$ cat src/rtl/range_counter_param.sv
// Programmable lo..hi range counter with up, down,
// ping-pong and one-shot modes, plus tc and done flags.
module range_counter_param #(
  parameter int              WIDTH     = 6,
  parameter logic [WIDTH-1:0] RESET_VAL = '0
) (
  input  logic             clk,
  input  logic             rst,
  input  logic             start,
  input  logic             stop,
  input  logic             en,
  input  logic [1:0]       mode,
  input  logic [WIDTH-1:0] lo,
  input  logic [WIDTH-1:0] hi,
  output logic [WIDTH-1:0] count,
  output logic             dir,
  output logic             tc,
  output logic             busy,
  output logic             done,
  output logic             cfg_err
);

  typedef enum logic [1:0] {
    IDLE,
    RUN,
    DONE
  } state_t;

  typedef enum logic [1:0] {
    M_UP,
    M_DOWN,
    M_PP,
    M_ONE
  } mode_t;

  state_t           state_q;
  state_t           state_d;
  mode_t            mode_q;
  mode_t            mode_d;
  logic [WIDTH-1:0] lo_q;
  logic [WIDTH-1:0] lo_d;
  logic [WIDTH-1:0] hi_q;
  logic [WIDTH-1:0] hi_d;
  logic [WIDTH-1:0] count_d;
  logic             dir_d;
  logic             tc_d;
  logic             done_d;
  logic             cfg_err_d;

  logic [WIDTH-1:0] step_count;
  logic             step_dir;
  logic             step_tc;
  logic             step_fin;
  logic             at_hi;
  logic             at_lo;
  logic             bad_cfg;
  logic             go_stop;
  logic             go_bad;
  logic             go_start;
  logic             go_step;

  assign at_hi   = (count >= hi_q);
  assign at_lo   = (count <= lo_q);
  assign bad_cfg = (lo > hi);

  assign go_stop  = stop;
  assign go_bad   = !stop && start && bad_cfg;
  assign go_start = !stop && start && !bad_cfg;
  assign go_step  = !stop && !start
                 && (state_q == RUN) && en;

  // Endpoint compares come first so count never
  // steps past hi_q or below lo_q.
  always_comb begin
    step_count = count;
    step_dir   = dir;
    step_tc    = 1'b0;
    step_fin   = 1'b0;
    unique case (mode_q)
      M_UP: begin
        if (at_hi) begin
          step_count = lo_q;
          step_tc    = 1'b1;
        end else begin
          step_count = count + 1'b1;
        end
      end
      M_DOWN: begin
        if (at_lo) begin
          step_count = hi_q;
          step_tc    = 1'b1;
        end else begin
          step_count = count - 1'b1;
        end
      end
      M_PP: begin
        if (lo_q == hi_q) begin
          step_tc = 1'b1;
        end else if (dir) begin
          if (at_hi) begin
            step_count = count - 1'b1;
            step_dir   = 1'b0;
            step_tc    = 1'b1;
          end else begin
            step_count = count + 1'b1;
          end
        end else begin
          if (at_lo) begin
            step_count = count + 1'b1;
            step_dir   = 1'b1;
            step_tc    = 1'b1;
          end else begin
            step_count = count - 1'b1;
          end
        end
      end
      M_ONE: begin
        if (at_hi) begin
          step_fin = 1'b1;
          step_tc  = 1'b1;
        end else begin
          step_count = count + 1'b1;
        end
      end
      default: ;
    endcase
  end

  always_comb begin
    state_d   = state_q;
    mode_d    = mode_q;
    lo_d      = lo_q;
    hi_d      = hi_q;
    count_d   = count;
    dir_d     = dir;
    done_d    = done;
    tc_d      = 1'b0;
    cfg_err_d = 1'b0;
    unique case (1'b1)
      go_stop: begin
        state_d = IDLE;
        done_d  = 1'b0;
      end
      go_bad: begin
        cfg_err_d = 1'b1;
      end
      go_start: begin
        state_d = RUN;
        mode_d  = mode_t'(mode);
        lo_d    = lo;
        hi_d    = hi;
        done_d  = 1'b0;
        if (mode_t'(mode) == M_DOWN) begin
          count_d = hi;
          dir_d   = 1'b0;
        end else begin
          count_d = lo;
          dir_d   = 1'b1;
        end
      end
      go_step: begin
        count_d = step_count;
        dir_d   = step_dir;
        tc_d    = step_tc;
        if (step_fin) begin
          state_d = DONE;
          done_d  = 1'b1;
        end
      end
      default: ;
    endcase
  end

  always_ff @(posedge clk or negedge rst) begin
    if (!rst) begin
      state_q <= IDLE;
      mode_q  <= M_UP;
      lo_q    <= '0;
      hi_q    <= '0;
      count   <= RESET_VAL;
      dir     <= 1'b1;
      tc      <= 1'b0;
      done    <= 1'b0;
      cfg_err <= 1'b0;
    end else begin
      state_q <= state_d;
      mode_q  <= mode_d;
      lo_q    <= lo_d;
      hi_q    <= hi_d;
      count   <= count_d;
      dir     <= dir_d;
      tc      <= tc_d;
      done    <= done_d;
      cfg_err <= cfg_err_d;
    end
  end

  assign busy = (state_q == RUN);

endmodule

$ cat config.mk
export PLATFORM = sky130hd
export DESIGN_NAME = range_counter_param
export DESIGN_NICKNAME = d
export VERILOG_FILES = /design/src/rtl/range_counter_param.sv
export SDC_FILE = /design/constraint.sdc
export NUM_CORES = 1
export LEC_CHECK = 0
export CELL_PAD_IN_SITES_DETAIL_PLACEMENT = 1
export CELL_PAD_IN_SITES_GLOBAL_PLACEMENT = 1
export CORE_ASPECT_RATIO = 1.75
export CORE_UTILIZATION = 38
export DETAILED_ROUTE_END_ITERATION = 7
export PLACE_DENSITY_LB_ADDON = 0.1
export SLEW_MARGIN = 0
export SYNTH_ARGS = -nofsm -noshare
export SYNTH_HDL_FRONTEND = slang
export SYNTH_SLANG_ARGS = --single-unit
$ cat constraint.sdc
create_clock -name clk -period 2.2 [get_ports clk]
set_input_delay 0.33 -clock clk [delete_from_list [all_inputs] [get_ports clk]]
set_output_delay 0.33 -clock clk [all_outputs]
set_load 0.02 [all_outputs]
**Word-level counts from Yosys, hierarchy flattened**

Index checks and enable logic that the tools add are counted.

- Add/sub/neg operators: 2
- Multiply operators: 0
- Div/mod/pow operators: 0
- $lt $le $gt $ge: 3
- Eq/ne operators: 11
- Shift-type cells: 0
- Muxes and demuxes: 28
- Bitwise gates (word level): 0
- Reductions and logical operators: 19

Operator list:

| kind | count |
|---|---|
| 6-bit 2-to-1 mux | 8 |
| 6-bit case mux with 4 select lines | 1 |
| 1-bit 2-to-1 mux | 13 |
| 6-bit case mux with 2 select lines | 1 |
| 6-bit by 1-bit adder with 6-bit output, second input constant | 1 |
| 2-bit by 1-bit equality test with 1-bit output, second input constant | 3 |
| 6-bit equality test | 1 |
| 6-bit greater-or-equal comparator | 1 |
| 6-bit greater-than comparator | 1 |
| 6-bit less-or-equal comparator | 1 |
| 1-bit logical AND | 6 |
| 3-bit != test, second input constant | 2 |
| 2-bit case mux with 3 select lines | 1 |
| 3-bit AND reduction | 2 |
| 6-bit by 1-bit subtractor with 6-bit output, second input constant | 1 |
| 2-bit equality test, second input constant | 2 |
| 2-bit != test, second input constant | 2 |
| 1-bit case mux with 2 select lines | 2 |
| 2-bit AND reduction | 2 |
| 2-bit nonzero test | 2 |
| 2-bit OR reduction | 2 |
| 1-bit zero test | 3 |
| 1-bit case mux with 3 select lines | 1 |
| 3-bit nonzero test | 1 |
| 3 further kinds | 3 |

- Register bits: 26
- Bits in latches: 0
- Memory bits (writable): 0
- ROM bits: 0
- Bits of input ports: 19
- Output and inout port bits: 11
- Memories kept: 0

**Depth between registers and ports, before layout**

- Word-level depth: 6
- Mapped depth: 11
- Depth with buffers taken out: 9

**Worst setup path after synthesis**

Ideal clock, no wire load.

- Path type: register to register
- Start: reg count[4]
- End: reg count[4]
- Data arrival time: 2289 ps
- Data required time: 2076 ps
- Slack: -213 ps
- Stages on the path, launching flop included: 10
- Buffers on the path: 1
- Cells stage by stage: dfrtp_1 ha_1 a41o_1 a21oi_1 o21ai_1 buf_6 mux2i_1 mux2_2 a211oi_1 nor2_1

- Longest elaborated chain between the ends: 6
- Elaborated cells on any way between the ends: 15
- Those cells by class: add/sub: 2; order compare: 2; eq/ne: 1; mux: 9; reduce/logical: 1

RTL lines:

| what | RTL line | source |
|---|---|---|
| from (decl) | 15 | `output logic [WIDTH-1:0] count,` |
| from (signal assigned) | 190 | `count <= count_d;` |
| 6-bit by 1-bit subtractor with 6-bit output (tied with other cells) | 93, 101, 113 |  |
| 6-bit 2-to-1 mux (on tied branches) | 108, 100 |  |
| 6-bit 2-to-1 mux | 99 | `end else if (dir) begin` |
| 6-bit 2-to-1 mux | 97 | `if (lo_q == hi_q) begin` |
| 6-bit case mux with 4 select lines | 79 | `unique case (mode_q)` |
| 6-bit case mux with 2 select lines | 139 | `unique case (1'b1)` |

Parallel ways exist; a longest one is shown, timed or not. The select of a mux whose other input is x is not followed.
A chain may end at the register's enable or synchronous reset.

**Final worst setup path**

Ends and elaborated chain as after synthesis.

==> run metrics <==
status=finished, violations left; failing checks=setup timing; Worst Slack Setup Final=-0.255 ns; synthesis-to-layout area growth=63.4%; period utilization=112%; largest net degree at the start of global routing=27; Die Y=105 um; clock skew=0.00470 ns; MaxCap Viol Count=0; Fill cells=between 600 and 700; starting DRC count in detailed routing=approximately 180; GPL Wtd Cong=between 0.9 and 1; pre-CTS WS=-0.445 ns; dominant synthesized flop cell=dfrtp_1; grt ovf=0; Worst-path clk slew=about 0.10 ns; Final Max Tran Viols=0; cells after synthesis=between 200 and 300; DP Wirelength=between 6 and 7 mm; H-tree Lvls=1; setup violators final=9; Achievable Freq=407 MHz; Post-synth ARST share=100%; Mapped Avg Cell Area=8.12 um^2; ANT nets after route=0; vias in the first global route=2,742; RSZ-0062 raised after global routing=yes; Finished Cell Area=3800 um^2; Worst Path Max Fanout=8; Core Footprint=around 5900 um^2; crit path capture type=flop; most frequent cells in the layout=buf_4 (80), nand2_1 (38), dfrtp_1 (21), clkdlybuf4s50_1 (21); PD cells=roughly 1100 nW/um^2; worst slew pin tran=around 0.51 ns; Placed Area=3270 um^2; initial core utilization=between 30% and 40%; via/cell ratio=5.76; Syn Std Cell Area=between 2000 and 2500 um^2; min Tclk post-route=approximately 2.5 ns; drt first pass iters=4; total power draw=4.10 mW; Die Wd=61.1 um; clk root buf=clkbuf_8; Critical Path RT=about 2.4 ns; final net count=441; Post-Route Utilization=between 60% and 70%; Hold Crit Class=input pin to flop; vias=roughly 2,700; DIE AREA=roughly 6400 um^2; leakage=1.79 nW; clk buf depth=2; num rows=37; WL per Instance=between 20 and 25 um; post-synthesis register bit count=26; sequential share of the synthesized area=28.1%; I/O Buffers=29; TritonCTS Sinks=26; CP Class=flop to flop; register area=approximately 660 um^2; multi-input logic area=between 1500 and 2000 um^2; Clock Latency Late Sink=between 0.2 and 0.3 ns; CTS Buf Count=3; EDFF count, synth=0; Yosys warning count=0; # IOs=30; CP startpoint kind=flop; DRT Wirelength=~10 mm; first-pass GRT wire length=~14 mm; Residual DRC=0; Hold Vio Cnt, Final=0; syn_nets=approximately 330; initial antenna violation count=0; gr usage total=between 20% and 30%; Inserted Diodes=0; CTS tree=yes; relative slew slack=between 60% and 70%; commonest non-fill, non-tap cell in the layout=buf_4; peak supply drop=~700 uV; post-synth cell types=between 50 and 60; share of cells above drive strength 1=around 38%; arrival time at the worst endpoint=roughly 2.7 ns; final setup TNS=-1.32 ns
-- registers in the layout, summed over array words and instances, names as in the netlist --
signal / count
done: 1
count: 6
cfg_err: 1
state_q: 2
tc: 1
mode_q: 2
lo_q: 6
hi_q: 6
dir: 1
-- cells by family after synthesis --
logic type      Yosys count  synth area share [%]
compound gates           79                  22.5
xor+xnor                 15                  5.65
fa+ha+maj                24                  12.9
buf+inv                  42                  8.13
flops                    26                  28.1
mux                      11                  4.95
simple gates             89                  17.8
-- worst paths after layout --
kind / slack, ns / depth (start not counted) / to / startpoint
worst max-delay path: -0.26 / 11 / count[4] / count[4]
worst min-delay path: 0.31 / 3 / hi_q[1] / hi[1]
worst max register to register: -0.26 / 11 / count[4] / count[4]
worst min register to register: 0.57 / 2 / done / done
max in group asynchronous: 1.48 / 2 / count[4] / rst
min in group asynchronous: 0.41 / 2 / tc / rst
-- routing by layer --
metal  vias up  share of wire, %  track usage, %
met4         0               4.4            11.2
met1      1377                36            31.8
met5         -                 0               0
met2        96                56            55.0
met3        33               2.8            2.45
li1       1229                 -               -
-- power breakdown --
part           leakage [nW]  switching, mW  internal (mW)
Sequential            0.317          0.103          0.589
Clock                0.0288          0.179          0.161
Combinational          1.44           1.51           1.56
Total                  1.79           1.79           2.31
-- cell usage after synthesis, drive strengths merged, types with 5 or more instances --
library cell	number	share of area (%)
a31oi	5	1.3
a221oi	5	2.4
dfrtp	25	27
nand2	39	6.3
nand2b	5	1.3
o21ai	31	6.7
buf	11	3.0
and3	5	1.3
nor3	8	1.7
nand3	7	1.5
inv	25	4.0
ha	24	13
mux2i	7	3.0
xor2	8	3.0
clkbuf	6	1.1
a21oi	15	3.2
xnor2	7	2.6
nor2	13	2.1
-- critical path, cell delays in order (launching register included) --
cell and delay [ns]:
dfrtp_2 0.46, buf_6 0.14, ha_4 0.24, a21o_1 0.20
a21oi_2 0.18, o21ai_4 0.10, buf_12 0.16, a221oi_4 0.32
or2_0 0.18, buf_4 0.17, o22ai_1 0.10, nor2_1 0.13
-- per-stage QoR --
step | instances | hold slack, ns
finish | 475 | 0.309
global route | 475 | 0.334
CTS | 463 | 0.427
detailed placement | 448 | 0.557
global placement | 448 | 0.541
floorplan | 286 | 0.0344
-- layout make-up --
cell class                      count  area share, %
Timing Repair Buffer              124           29.8
Inverter                           25           2.47
Multi-Input combinational cell    218           46.4
Tap cell                           78           2.57
Sequential cell                    26           17.3
Clock buffer                        4           1.45
-- timing repair --
item,4_1_cts,5_1_grt
pin swaps,14,27
buffers inserted,10,12
setup endpoints to repair,24,25
hold buffers,0,0
gates cloned,1,0
gates resized for setup,31,34
No activity file was read; power rests on OpenSTA's default activity.
